<file path="src/rtl/mmc_cmd_phy.sv">
// mmc_cmd_phy: command-line PHY for an MMC/SD host.
//   - divides clk down to the card clock (mmc_clk) and produces rise/fall strobes
//   - serialises 48-bit command frames (start, transmit, index, arg, CRC7, end)
//     onto the command pad, driving cmd_out/cmd_oe only on mmc_clk falling edges
//   - searches for a response start bit, captures a 48- or 136-bit response,
//     checks CRC7 and end bit, flags a timeout if no start bit arrives
//   - tracks DAT0 busy after R1b responses
// Ports:
//   clk, reset           system clock, async active-high reset
//   clk_div              divider: mmc_clk half-period = clk_div+1 clk cycles
//   cmd_valid/cmd_ready  command handshake (ready only in IDLE)
//   cmd_index, cmd_arg   command fields
//   resp_type            00 none, 01 short, 10 long, 11 short+busy
//   resp_nocrc           ignore the CRC of the response (R3)
//   resp_valid           one-clk completion pulse with resp_data/resp_crc_err/resp_timeout
//   busy                 DAT0 held low by the card after an R1b response
//   mmc_clk, cmd_out, cmd_oe, cmd_in, dat0_in   pad side
module mmc_cmd_phy #(
    parameter int DIV_W   = 8,
    parameter int NCR_MAX = 64,
    parameter int NCC_MIN = 8
) (
    input  logic             clk,
    input  logic             reset,
    input  logic [DIV_W-1:0] clk_div,
    input  logic             cmd_valid,
    output logic             cmd_ready,
    input  logic [5:0]       cmd_index,
    input  logic [31:0]      cmd_arg,
    input  logic [1:0]       resp_type,
    input  logic             resp_nocrc,
    output logic             resp_valid,
    output logic [127:0]     resp_data,
    output logic             resp_crc_err,
    output logic             resp_timeout,
    output logic             busy,
    output logic             mmc_clk,
    output logic             cmd_out,
    output logic             cmd_oe,
    input  logic             cmd_in,
    input  logic             dat0_in
);

    localparam int CNT_MAX0 = (NCR_MAX > 136) ? NCR_MAX : 136;
    localparam int CNT_MAX  = (NCC_MIN > CNT_MAX0) ? NCC_MIN : CNT_MAX0;
    localparam int CNT_W    = $clog2(CNT_MAX + 1);

    typedef enum logic [2:0] {
        S_IDLE, S_TX, S_NCC, S_WAIT, S_RX, S_BUSY, S_DONE
    } state_t;

    state_t state, state_nx;

    function automatic logic [6:0] crc7_step(input logic [6:0] c, input logic b);
        logic fb;
        fb = c[6] ^ b;
        return {c[5:0], 1'b0} ^ (fb ? 7'h09 : 7'h00);
    endfunction

    function automatic logic [6:0] crc7_40(input logic [39:0] d);
        logic [6:0] c;
        c = '0;
        for (int i = 39; i >= 0; i--) c = crc7_step(c, d[i]);
        return c;
    endfunction

    // ---------------- card clock divider ----------------
    logic [DIV_W-1:0] div_cnt, div_lim, lim;
    logic             div_run, tc, rise_stb, fall_stb;

    // Until the first reload there is no captured limit yet, so the very first
    // half-period uses clk_div directly.
    assign lim      = div_run ? div_lim : clk_div;
    assign tc       = (div_cnt == lim);
    assign rise_stb = tc & ~mmc_clk;
    assign fall_stb = tc & mmc_clk;

    always_ff @(posedge clk or posedge reset) begin
        if (reset) begin
            div_cnt <= '0;
            div_lim <= '0;
            div_run <= 1'b0;
            mmc_clk <= 1'b0;
        end else if (tc) begin
            div_cnt <= '0;
            div_lim <= clk_div;
            div_run <= 1'b1;
            mmc_clk <= ~mmc_clk;
        end else begin
            div_cnt <= div_cnt + 1'b1;
        end
    end

    // ---------------- control ----------------
    logic [CNT_W-1:0] cnt, n_bit, rx_len;
    logic [47:0]      tx_sr;
    logic [126:0]     rx_sr;
    logic [127:0]     rx_nx;
    logic [6:0]       rx_crc;
    logic [1:0]       rt_q;
    logic             nocrc_q, rdy_en, is_long, crc_en;
    logic             accept, tx_end, ncc_end, wait_start, wait_to, rx_last, busy_end;

    assign cmd_ready  = (state == S_IDLE) & rdy_en;
    assign resp_valid = (state == S_DONE);
    assign busy       = (state == S_BUSY) & ~dat0_in;

    assign accept     = cmd_valid & cmd_ready;
    assign is_long    = (rt_q == 2'b10);
    assign rx_len     = is_long ? CNT_W'(136) : CNT_W'(48);
    assign n_bit      = cnt + 1'b1;  // 1-based number of the bit arriving on this rise
    assign rx_nx      = {rx_sr, cmd_in};
    // Long responses exclude the 8 header bits from the CRC; short responses
    // cover everything before the CRC field.
    assign crc_en     = is_long ? (n_bit >= CNT_W'(9) && n_bit <= CNT_W'(128))
                                : (n_bit <= CNT_W'(40));

    assign tx_end     = (state == S_TX)   & fall_stb & (cnt == CNT_W'(48));
    assign ncc_end    = (state == S_NCC)  & rise_stb & (cnt == CNT_W'(NCC_MIN - 1));
    assign wait_start = (state == S_WAIT) & rise_stb & ~cmd_in;
    assign wait_to    = (state == S_WAIT) & rise_stb & cmd_in & (cnt == CNT_W'(NCR_MAX - 1));
    assign rx_last    = (state == S_RX)   & rise_stb & (cnt == rx_len - 1'b1);
    assign busy_end   = (state == S_BUSY) & rise_stb & (cnt == CNT_W'(2)) & dat0_in;

    always_ff @(posedge clk or posedge reset) begin
        if (reset) state <= S_IDLE;
        else       state <= state_nx;
    end

    always_comb begin
        state_nx = state;
        case (state)
            S_IDLE: if (accept) state_nx = S_TX;
            S_TX:   if (tx_end) state_nx = (rt_q == 2'b00) ? S_NCC : S_WAIT;
            S_NCC:  if (ncc_end) state_nx = S_DONE;
            S_WAIT: if (wait_start) state_nx = S_RX;
                    else if (wait_to) state_nx = S_DONE;
            S_RX:   if (rx_last) state_nx = (rt_q == 2'b11) ? S_BUSY : S_DONE;
            S_BUSY: if (busy_end) state_nx = S_DONE;
            S_DONE: state_nx = S_IDLE;
            default: state_nx = S_IDLE;
        endcase
    end

    always_ff @(posedge clk or posedge reset) begin
        if (reset) begin
            rdy_en       <= 1'b0;
            cnt          <= '0;
            tx_sr        <= '1;
            rx_sr        <= '0;
            rx_crc       <= '0;
            rt_q         <= '0;
            nocrc_q      <= 1'b0;
            cmd_out      <= 1'b1;
            cmd_oe       <= 1'b0;
            resp_data    <= '0;
            resp_crc_err <= 1'b0;
            resp_timeout <= 1'b0;
        end else begin
            rdy_en <= 1'b1;
            case (state)
                S_IDLE: if (accept) begin
                    cnt          <= '0;
                    tx_sr        <= {2'b01, cmd_index, cmd_arg,
                                     crc7_40({2'b01, cmd_index, cmd_arg}), 1'b1};
                    rx_sr        <= '0;
                    rx_crc       <= '0;
                    rt_q         <= resp_type;
                    nocrc_q      <= resp_nocrc;
                    resp_data    <= '0;
                    resp_crc_err <= 1'b0;
                    resp_timeout <= 1'b0;
                end
                S_TX: if (fall_stb) begin
                    if (cnt == CNT_W'(48)) begin
                        cmd_oe  <= 1'b0;
                        cmd_out <= 1'b1;
                        cnt     <= '0;
                    end else begin
                        cmd_oe  <= 1'b1;
                        cmd_out <= tx_sr[47];
                        tx_sr   <= {tx_sr[46:0], 1'b1};
                        cnt     <= cnt + 1'b1;
                    end
                end
                S_NCC: if (rise_stb) cnt <= cnt + 1'b1;
                S_WAIT: if (rise_stb) begin
                    // rx_sr is already zero, which stands in for the start bit;
                    // a leading zero also leaves a zero-init CRC unchanged.
                    if (!cmd_in)      cnt <= CNT_W'(1);
                    else if (wait_to) resp_timeout <= 1'b1;
                    else              cnt <= cnt + 1'b1;
                end
                S_RX: if (rise_stb) begin
                    rx_sr <= rx_nx[126:0];
                    cnt   <= cnt + 1'b1;
                    if (crc_en) rx_crc <= crc7_step(rx_crc, cmd_in);
                    if (rx_last) begin
                        cnt          <= '0;
                        resp_data    <= rx_nx;
                        resp_crc_err <= ((rx_crc != rx_nx[7:1]) & ~nocrc_q) | ~cmd_in;
                    end
                end
                S_BUSY: if (rise_stb && cnt != CNT_W'(2)) cnt <= cnt + 1'b1;
                default: ;
            endcase
        end
    end

endmodule

</file>
<file path="config.mk">
export PLATFORM = sky130hd
export DESIGN_NAME = mmc_cmd_phy
export DESIGN_NICKNAME = d
export VERILOG_FILES = /design/src/rtl/mmc_cmd_phy.sv
export SDC_FILE = /design/constraint.sdc
export NUM_CORES = 1
export LEC_CHECK = 0
export ABC_AREA = 1
export CORE_MARGIN = 3
export CORE_UTILIZATION = 50
export CTS_BUF_LIST = sky130_fd_sc_hd__clkbuf_16
export CTS_CLUSTER_DIAMETER = 80
export DETAILED_ROUTE_END_ITERATION = 12
export PLACE_DENSITY = 0.8
export REMOVE_ABC_BUFFERS = 1
export SLEW_MARGIN = 20
export SYNTH_ARGS = -nofsm -noshare
export SYNTH_HDL_FRONTEND = slang
export SYNTH_SLANG_ARGS = --single-unit
</file>
<file path="constraint.sdc">
create_clock -name clk -period 15.8 [get_ports clk]
set_input_delay 3.95 -clock clk [delete_from_list [all_inputs] [get_ports clk]]
set_output_delay 3.95 -clock clk [all_outputs]
set_load 0.01 [all_outputs]
</file>
Word-level counts from Yosys, hierarchy flattened:

Index checks and enable logic that the tools add are counted.

* add/sub/neg operators: 3
* order comparisons: 3
* eq/ne operators: 32
* muxes and demuxes: 89
* bitwise logic cells: 101
* reduce and logical (&&, ||, !) cells: 17

Operators by type and width (number)
* 128-bit two-way mux: 3
* 7-bit by 4-bit XOR with 7-bit output: 37
* 128-bit case mux with 2 select lines: 1
* 127-bit two-way mux: 2
* 127-bit case mux with 2 select lines: 1
* 4-bit two-way mux: 39
* 48-bit two-way mux: 3
* 8-bit two-way mux: 13
* 48-bit case mux with 2 select lines: 1
* 8-bit case mux with 6 select lines: 1
* 1-bit XOR: 36
* 2-bit != test, second input constant: 13
* 3-bit two-way mux: 7
* 7-bit two-way mux: 3
* 1-bit bitwise AND: 19
* 3-bit case mux with 6 select lines: 1
* 8-bit by 1-bit adder with 8-bit output, second input constant: 2
* 8-bit by 6-bit equality test with 1-bit output, second input constant: 2
* 8-bit equality test: 2
* 7-bit case mux with 2 select lines: 1
* 4-bit AND reduction: 3
* 1-bit two-way mux: 10
* 3-bit equality test, second input constant: 3
* 8-bit by 2-bit equality test with 1-bit output, second input constant: 1
* 29 further kinds: 41

* register bits: 347
* input bits: 54
* output and inout bits: 136
* logic and storage cells: 262

Depth between registers and ports, before layout:

* word-level depth: 111
* gate-level depth with buffers: 27
* depth with buffers taken out: 27

Worst setup path before layout:

No wires, ideal clock.

* kind: input port to output port
* start: in dat0_in
* end: out busy
* arrival: 4151 ps
* path slack: 7699 ps
* stages: 1
* cell sequence: nor2_1

* longest elaborated chain between the ends: 2

RTL lines
* from (decl): RTL line 41 `input logic dat0_in`
* 1-bit inverter: RTL line 106 `assign busy = (state == S_BUSY) & ~dat0_in;`
* 1-bit bitwise AND: RTL line 106
* to (decl): RTL line 36 `output logic busy,`

Every way passes these cells.

Worst setup path in the final report:

Ends and elaborated chain as after synthesis.

==> parameters.txt <==
Parameter                              Value

Yosys
  Async SR Flop Fraction    100.0%
  Average size of a mapped cell    7.783 um^2
  YS warnings    0
  Sequential element share of the synthesized area    53.22%
  Number of library cell types mapped by synthesis    49
  Number of standard cells after synthesis    2,105
  Flops & latches, synth    346
  Leading post-synthesis cells by cell area    dfrtp_1 46%, nand2_1 18%, dfstp_2 7.7%, o21ai_0 5.9%, inv_1 5.8%
  Commonest register cell after synthesis    dfrtp_1
  Number of synthesized flops with an enable pin    0
  Yosys top cell area share    45.52%
  Largest area contributor in the synthesized netlist    dfrtp_1
  Summed instance area of the synthesized netlist    around 16,000 um^2

Critical path
  Required time of the critical path    between 10 and 15 ns
  Setup crit start    dat0_in
  Depth of the most critical reg-to-reg path    14
  Max Fanout on Critical Path    2
  Worst-case register-to-register setup slack    11.43 ns
  Type of the setup path with the least slack    primary input to primary output
  Startpoint type of the worst setup path    primary input
  Crit path capture type    primary output
  Crit path DAT    between 5 and 6 ns
  Timing endpoint of the critical path    busy
  Reg2Reg Capture Point    resp_data[44]
  Startpoint of the worst-slack reg-to-reg timing path    div_run

Timing
  Worst rel slew slack    25.51%
  Hold Violations, Final    0
  Min Clock Period, post-route    9.016 ns
  Unrepaired setup endpoints after global routing    false
  Number of max-slew violations in the final report    0
  Final setup fails    0
  Hold_ws    0.4718 ns
  Fmax    approximately 110 MHz
  Portion of the clock cycle consumed by the worst path in the final layout    57.06%
  Sum Neg Setup Slack    0 ns
  Worst Clk Skew    0.01495 ns
  Tightest Pin Transition    approximately 1.1 ns

CTS
  Clock transition at the registers of the reported paths    0.05 ns
  Hold_buf cts    0
  Clk Latency, worst-skew pair    0.52 ns
  CTS tree    done
  Number of H-tree branching levels    2
  Post-CTS Setup Inserts    0
  CTS Buf Count    39
  TritonCTS Sinks    roughly 350
  Number of buffers between clock root and the deepest sink    3
  Number of gates given a new drive strength after cts    0
  CTS root buf    clkbuf_16

Cells and area
  Share of final-layout standard cells stronger than drive strength 1    under 10%
  Number of antenna cells inserted    0
  Most common library cell in the layout ignoring fill and taps    nand2_1
  Area grow syn2layout    20.45%
  Total Nets Final    between 2,000 and 2,500
  Filler Cells Inserted    2,786
  Most frequent cells in the layout    801 x nand2_1, 298 x dfrtp_1, 256 x inv_1

Global route
  Final global-route overflow total    0
  Number of antenna violations at the first check in global routing    0
  Maximum number of pins on one net before global-route repair    256
  Combined global-route utilization of all metal layers    20.90%
  Vias in the first global route    between 10,000 and 15,000
  Wire length of the first global-routing pass    between 60,000 and 70,000 um

Routing
  Per-cell routed wire length    13.49 um
  First-pass detailed-route iteration total    8
  DR DRC count    0
  Routed Antenna Nets    0
  Via density per instance    about 4.9
  Number of violations reported at the end of detailed-routing iteration 0    912
  Total Wirelength    36,680 um
  DR vias    between 10,000 and 15,000

Floorplan
  Area of the die    between 30,000 and 40,000 um^2
  Width of the die    187.0 um
  I/O pin cnt    190
  Core outline area    ~32,000 um^2
  Chip height    187.0 um
  Effective utilization at floorplan    51.26%
  # rows    65

Worst hold path
  Type of the worst min-delay path    register to register
  Worst hold path startpoint    tx_sr[4]
  Cells on Worst Hold Path    2

Place
  Count of input and output buffers    189
  Detail Placement HPWL    23,520 um
  Final estimated routing congestion in global placement    0.8580

Status
  Result of the run    completed

Flow run
  Maximum capacitance violations    0

Power
  VDD IR-drop max    0.08431 mV
  Areal power density over the cells    roughly 150 nW/um^2
  Leakage power total    9.522 nW
==> registers in the layout, indices dropped and copies added, names as in the netlist <==
signal / count
div_cnt: 8
rt_q: 2
resp_crc_err: 1
state: 3
tx_sr: 47
rx_crc: 7
nocrc_q: 1
div_run: 1
cmd_out: 1
cmd_oe: 1
div_lim: 8
mmc_clk: 1
cnt: 8
rx_sr: 127
resp_data: 128
rdy_en: 1
resp_timeout: 1
==> synth_stat cells (13+ instances only) <==
cell type and count:
nand3_1 52, o21ai_0 194, nand2_1 801, a21oi_1 13
o211ai_1 36, buf_2 38, o21ai_1 16, inv_1 251
xor2_1 16, nand2_2 20, dfstp_2 48, nor2_1 176
clkbuf_1 45, dfrtp_1 298, inv_2 16
==> cell type report <==
| type | instances | area [um^2] | area share (%) |
|---|---|---|---|
| clock inverter | 31 | 195.2 | 0.9891 |
| inverter | 269 | 1026 | 5.199 |
| tap | 435 | 544.3 | 2.758 |
| clock buffer | 40 | 1001 | 5.072 |
| multi-input combinational | 1398 | 6242 | 31.63 |
| sequential | 346 | 8718 | 44.18 |
| timing repair buffer | 200 | 2007 | 10.17 |
==> cell families (layout without fill, tap and decap cells) <==
group	count (synthesis)	after routing	synth area share, %
and+or+nand+nor	1085	1085	26.43
other	1	1	0.02289
buffers and inverters	361	540	8.805
adders and majority gates	4	4	0.3055
AOI/OAI and AO/OA	277	277	9.409
muxes	1	1	0.06873
xor gates and xnor gates	30	30	1.741
DFF	346	346	53.22
==> critical path, stage by stage <==
cell and delay, ns:
clkdlybuf4s50_1 0.40, nor2_1 0.15, clkdlybuf4s50_1 0.56
==> power by group <==
group          switching (mW)  internal [mW]  leakage, nW
Clock                   0.361          0.479        0.615
Combinational           0.569          0.305         4.29
Sequential             0.0846           1.09         4.62
Total                    1.01           1.88         9.52
==> worst min path at each step <==
stage	slack, ns	endpoint
3_3_place_gp	0.46	tx_sr[6]
4_1_cts	0.48	tx_sr[4]
3_5_place_dp	0.46	resp_data[65]
2_1_floorplan	0.45	tx_sr[4]
6_report	0.47	tx_sr[4]
5_1_grt	0.50	resp_data[104]
==> per-stage QoR <==
step / cells / util (%) / instance area, um^2 / total power, mW / setup slack (ns)
after floorplan: 2013 / - / 15950 / 1.774 / 2.336
after global placement: 2647 / 57.91 / 18510 / 2.030 / 6.780
after detailed placement: 2647 / 57.91 / 18510 / 2.066 / 6.777
after CTS: 2718 / 61.65 / 19710 / 2.918 / 6.765
after global routing: 2719 / 61.74 / 19730 / 3.092 / 6.731
final: 2719 / 61.74 / 19730 / 2.892 / 6.784
==> routing by layer <==
layer,up-vias,GRT usage [%],part of all wire [%]
li1,6790,-,-
met1,6226,28.67,46
met2,273,35.02,47
met3,62,3.242,4.3
met4,0,5.438,2.3
met5,-,0,0
(Power assumes the default switching activity.)
